File: src/rtl/y86_alu_pkg.sv
// y86_alu_pkg: shared ALU function codes, condition-code bit positions and FSM states
package y86_alu_pkg;
  localparam logic [3:0] ALU_ADD = 4'h0;
  localparam logic [3:0] ALU_SUB = 4'h1;
  localparam logic [3:0] ALU_AND = 4'h2;
  localparam logic [3:0] ALU_XOR = 4'h3;
  localparam int ZF = 2;
  localparam int SF = 1;
  localparam int OF = 0;
  typedef enum logic [1:0] {ST_IDLE = 2'd0, ST_CALC = 2'd1, ST_DONE = 2'd2} state_t;
endpackage

File: src/rtl/alu_slice.sv
// alu_slice: one SLICE_W-bit step of the serial ALU with carry in/out
module alu_slice
  import y86_alu_pkg::*;
#(
  parameter int SLICE_W = 16
) (
  input  logic [3:0]         ifun,
  input  logic [SLICE_W-1:0] a,
  input  logic [SLICE_W-1:0] b,
  input  logic               cin,
  output logic [SLICE_W-1:0] r,
  output logic               cout
);
  logic [SLICE_W:0] w_sum;
  // SUB reuses the adder with A inverted; the caller seeds cin=1 on the first slice
  always_comb begin
    w_sum = {1'b0, b} + {1'b0, (ifun == ALU_SUB) ? ~a : a} + {{SLICE_W{1'b0}}, cin};
    r     = (ifun == ALU_AND) ? (a & b) : (ifun == ALU_XOR) ? (a ^ b) : w_sum[SLICE_W-1:0];
    cout  = w_sum[SLICE_W];
  end
endmodule

File: src/rtl/alu_serial_responder.sv
// alu_serial_responder: valid/ready ALU responder computing ADD/SUB/AND/XOR one slice per cycle
module alu_serial_responder
  import y86_alu_pkg::*;
#(
  parameter int DATA_W  = 64,
  parameter int SLICE_W = 16
) (
  input  logic              clk,
  input  logic              rst,
  input  logic              req_valid,
  output logic              req_ready,
  input  logic [3:0]        req_ifun,
  input  logic [DATA_W-1:0] req_vala,
  input  logic [DATA_W-1:0] req_valb,
  output logic              resp_valid,
  input  logic              resp_ready,
  output logic [DATA_W-1:0] resp_vale,
  output logic [2:0]        resp_cc,
  output logic              resp_err
);
  localparam int NSLICE = DATA_W / SLICE_W;
  localparam int CNT_W  = (NSLICE > 1) ? $clog2(NSLICE) : 1;
  localparam int M      = DATA_W - 1;
  state_t              r_state, w_next;
  logic [3:0]          r_ifun;
  logic [DATA_W-1:0]   r_a, r_b, r_res, w_res;
  logic [CNT_W-1:0]    r_cnt;
  logic                r_carry, r_err;
  logic [2:0]          r_cc, w_cc;
  logic [SLICE_W-1:0]  w_sa, w_sb, w_sr;
  logic                w_cout, w_last, w_legal;

  alu_slice #(.SLICE_W(SLICE_W)) u_slice (
    .ifun(r_ifun), .a(w_sa), .b(w_sb), .cin(r_carry), .r(w_sr), .cout(w_cout)
  );

  // state register
  always_ff @(posedge clk) begin
    if (rst) r_state <= ST_IDLE;
    else r_state <= w_next;
  end

  // next state: illegal codes skip CALC, DONE waits for the consumer
  always_comb begin
    w_legal = req_ifun[3:2] == 2'b00;
    w_last  = r_cnt == CNT_W'(NSLICE - 1);
    w_next  = r_state;
    w_next  = (r_state == ST_IDLE) ? (req_valid ? (w_legal ? ST_CALC : ST_DONE) : ST_IDLE) :
              (r_state == ST_CALC) ? (w_last ? ST_DONE : ST_CALC) :
              (resp_ready ? ST_IDLE : ST_DONE);
  end

  // current slice operands, merged result and condition codes from the full result
  always_comb begin
    w_sa = r_a[r_cnt*SLICE_W +: SLICE_W];
    w_sb = r_b[r_cnt*SLICE_W +: SLICE_W];
    w_res = r_res;
    w_res[r_cnt*SLICE_W +: SLICE_W] = w_sr;
    w_cc = '0;
    w_cc[ZF] = w_res == '0;
    w_cc[SF] = w_res[M];
    w_cc[OF] = (r_ifun == ALU_ADD) ? (r_a[M] == r_b[M]) && (w_res[M] != r_a[M]) :
               (r_ifun == ALU_SUB) ? (r_a[M] != r_b[M]) && (w_res[M] != r_b[M]) : 1'b0;
  end

  // datapath: latch request, accumulate slices, publish result and CC on the last slice
  always_ff @(posedge clk) begin
    if (rst) begin
      r_ifun  <= ALU_ADD;
      r_a     <= '0;
      r_b     <= '0;
      r_res   <= '0;
      r_cnt   <= '0;
      r_carry <= 1'b0;
      r_cc    <= 3'b100;
      r_err   <= 1'b0;
    end else if (r_state == ST_IDLE && req_valid) begin
      r_ifun  <= req_ifun;
      r_a     <= req_vala;
      r_b     <= req_valb;
      r_cnt   <= '0;
      r_carry <= req_ifun == ALU_SUB;
      r_err   <= !w_legal;
      if (!w_legal) r_res <= '0;
    end else if (r_state == ST_CALC) begin
      r_res   <= w_res;
      r_carry <= w_cout;
      r_cnt   <= w_last ? '0 : r_cnt + 1'b1;
      if (w_last) r_cc <= w_cc;
    end
  end

  assign req_ready  = r_state == ST_IDLE;
  assign resp_valid = r_state == ST_DONE;
  assign resp_vale  = r_res;
  assign resp_cc    = r_cc;
  assign resp_err   = r_err;
endmodule

File: config.mk
export PLATFORM = sky130hd
export DESIGN_NAME = alu_serial_responder
export DESIGN_NICKNAME = d
export VERILOG_FILES = /design/src/rtl/y86_alu_pkg.sv /design/src/rtl/alu_slice.sv /design/src/rtl/alu_serial_responder.sv
export SDC_FILE = /design/constraint.sdc
export NUM_CORES = 1
export LEC_CHECK = 0
export ABC_AREA = 1
export CAP_MARGIN = 30
export CORE_UTILIZATION = 45
export DETAILED_ROUTE_END_ITERATION = 16
export PLACE_DENSITY = 0.7
export SETUP_SLACK_MARGIN = 0.05
export SLEW_MARGIN = 15
export SYNTH_ARGS = -nofsm -noshare
export SYNTH_HDL_FRONTEND = slang
export SYNTH_SLANG_ARGS = --single-unit
File: constraint.sdc
create_clock -name clk -period 6.8 [get_ports clk]
set_input_delay 1.36 -clock clk [delete_from_list [all_inputs] [get_ports clk]]
set_output_delay 1.36 -clock clk [all_outputs]
set_load 0.05 [all_outputs]
==> metrics.csv <==
stage;metric;value;unit
timing;Rel. slew slack;40.6;%
clocking;Clock Latency Late Sink;0.52;ns
finish;share of cells above drive strength 1;4.08;%
logic_synthesis;Syn Inst Count;1756;
clocking;total CTS buffers;23;
grt;vias in the first global route;10800;
timing;Peak Freq;227;MHz
clocking;H-tree depth;1;
grt;GRT overflow;0;
placement;Post-DP HPWL;27700;um
clocking;Post-CTS Hold Buffers;0;
grt;GRT Total Usage;28.9;%
clocking;post-cts resize count;0;
critical_path;Critical Path AT;4.87;ns
clocking;Worst-path clk slew;0.06;ns
placement;number of input and output port buffers inserted;205;
finish;most common cell after layout, fill and taps aside;nand2_1;
logic_synthesis;Post-synth EDFFs;0;
logic_synthesis;Yosys reg bits;205;
floorplanning;Initial Util;46.0;%
routing;post-DR wirelength/cell;16.7;um
floorplanning;Rows;57;
logic_synthesis;mapped cell area;0.0112;mm2
logic_synthesis;Yosys Warn Count;0;
clocking;setup bufs post-CTS;0;
clocking;root buffer cell;clkbuf_16;
timing;Final setup viols;0;
critical_path;startpoint class of the critical path;flop;
routing;Final ANT Viol Nets;0;
critical_path;critical path's slowest cell;inv_2;
critical_path;Worst path most repeated cell;nand3_1;
routing;DRT iter0 DRCs;1244;
logic_synthesis;syn_area_per_cell;6.37;um2
finish;# diodes;0;
floorplanning;Die ar.;0.0255;mm2
routing;First-pass DRT Iterations;6;
finish;final net count;2073;
logic_synthesis;Net Count, Synth;1931;
timing;Final Max Slew Viols;0;
timing;Worst-Margin Slew;0.892;ns
logic_synthesis;Post-synth top flop;dfxtp_1;
logic_synthesis;share of flip-flops with an asynchronous set or reset;0;%
critical_path;crit-path cells;inv_2, buf_4, or2_2, a32oi_1, fa_1, fa_1, inv_1, nand3_1, nand3_1, nand3_1, nand3_1, nand2_1, nor3_1, nand2_1, nor2_1, nand2_1, nor2_1, nand4_1, nor2_1, nand3_1, nand2_1;
logic_synthesis;post-synth top area share;36.7;%
min_path;Hold Path Class;reg2reg;
run;max-cap violations;0;
finish;commonest cells after routing, fill and taps aside;nand2_1, nor2_1, clkdlybuf4s50_1, dfxtp_1, o21ai_0;
critical_path;crit-path max cell delay;0.55;ns
clocking;clock tree from TritonCTS;yes;
grt;largest net degree at the start of global routing;89;
finish;Area Growth Syn to Fin;25.8;%
logic_synthesis;Yosys top cell by area;dfxtp_1;
critical_path;CP max FO;43;
critical_path;critical path class;reg2reg;
clocking;clk sinks;205;
clocking;clock buffer depth;3;
critical_path;R2R depth;21;
power_and_ir_drop;Leak;0.00603;uW
grt;initial antenna violation count;0;
min_path;hold depth;2;
power_and_ir_drop;peak supply drop;0.000147;V
finish;cell area after layout;0.0141;mm2
floorplanning;core area;0.0243;mm2
logic_synthesis;Netlist cell types;44;
floorplanning;DIE HEIGHT;160;um
outcome;status;finished, final reports clean;
routing;Routed WL;37300;um
floorplanning;die span in x;160;um
timing;Final period util;64.9;%
routing;vias per cell;5.31;
logic_synthesis;sequential share of the synthesized area;36.7;%
placement;GP Congestion;1.00;
power_and_ir_drop;Power Density;235;mW/mm2
logic_synthesis;Synth area leaders;dfxtp_1, nand2_1, nor2_1;
grt;global-route wire length before repair;58500;um
timing;Final Critical Period;4.41;ns
routing;DRC viols;0;
timing;setup total negative slack;0;ns
placement;placed cell areas;0.0134;mm2
routing;Vias;11900;
floorplanning;Ports;206;
critical_path;endpoint type of the worst setup path;flop;
critical_path;CP required;7.26;ns
timing;RSZ-0062 raised after global routing;false;
timing;final hold violation count;0;
timing;clk_skew;0.0146;ns
-- Yosys cell counts (2+ instances only) --
| cell type | number |
|---|---|
| nand2_1 | 413 |
| nor2_1 | 366 |
| dfxtp_1 | 205 |
| o21ai_0 | 194 |
| inv_1 | 124 |
| nand3_1 | 103 |
| a21oi_1 | 88 |
| clkbuf_1 | 76 |
| ha_1 | 37 |
| nand4_1 | 27 |
| o22ai_1 | 20 |
| xnor2_1 | 15 |
| buf_1 | 12 |
| buf_2 | 11 |
| or2_2 | 6 |
| nand3b_1 | 5 |
| nor3_1 | 5 |
| inv_2 | 4 |
| o21ai_1 | 4 |
| and2_1 | 3 |
| clkinv_1 | 3 |
| nand2_2 | 3 |
| a2bb2oi_1 | 2 |
| a32oi_1 | 2 |
| buf_4 | 2 |
| buf_6 | 2 |
| fa_1 | 2 |
| nand3_2 | 2 |
| nand4_2 | 2 |
| nor2_2 | 2 |
| nor2_4 | 2 |
| o21a_1 | 2 |
-- flip-flops by register name, summed over array words and instances (netlist names), 2 cells and up --
signal	flops
r_state	2
r_cnt	2
r_a	64
r_b	64
resp_vale	64
r_ifun	4
resp_cc	3
-- final cells by class --
type                    count  area (um2)
flip-flops and latches    205        4110
clock inverters             8        72.6
clock buffers              32         629
multi-input cells        1317        6180
well taps                 324         405
repair buffers            220        2180
fillers                  2378       10300
inverters                 131         493
-- per-stage QoR --
stage          hold WS (ns)  total power (uW)  setup WS [ns]  std cells  utilization [%]
2_1_floorplan         0.430              1850           3.38       1756                -
3_3_place_gp          0.443              2110           2.58       2196             54.8
3_5_place_dp          0.455              2120           2.51       2197             55.0
4_1_cts               0.465              3300           2.46       2237             57.8
5_1_grt               0.491              3460           1.96       2237             57.8
6_report              0.465              3300           2.39       2237             57.8
-- cells by family (layout without fill, tap and decap cells) --
| group | Yosys count | after routing | synth area share (%) |
|---|---|---|---|
| compound gates | 320 | 320 | 15.0 |
| xor+xnor | 16 | 16 | 1.25 |
| fa+ha+maj | 39 | 39 | 4.50 |
| buf+inv | 234 | 391 | 8.18 |
| flops | 205 | 205 | 36.7 |
| simple gates | 942 | 942 | 34.4 |
-- worst paths after layout --
check / startpoint / end / slack [ns]
worst min register to register: r_b[33] / r_b[33] / 0.46
worst min-delay path: r_b[33] / r_b[33] / 0.46
worst max register to register: r_cnt[0] / resp_cc[2] / 2.39
worst max-delay path: r_cnt[0] / resp_cc[2] / 2.39
-- metal layers --
metal,track usage [%],share of wire [%]
met1,40.0,44
met2,45.9,45
met3,4.65,8.2
met4,8.83,3.0
met5,0,0
-- power by group --
group          leakage [uW]  switching (uW)  total (uW)  internal, uW
Clock              0.000349             508        1190           684
Sequential          0.00168            51.6        1330          1280
Combinational       0.00400             495         779           284
-- worst max-delay path, delay by kind of cell, from the launching register on --
family,cells,cell delay (ns)
fa+ha+maj,2,0.84
compound gates,1,0.12
flops,1,0.32
simple gates,15,1.91
buf+inv,3,1.15
Power figures use the tool's default switching activity.
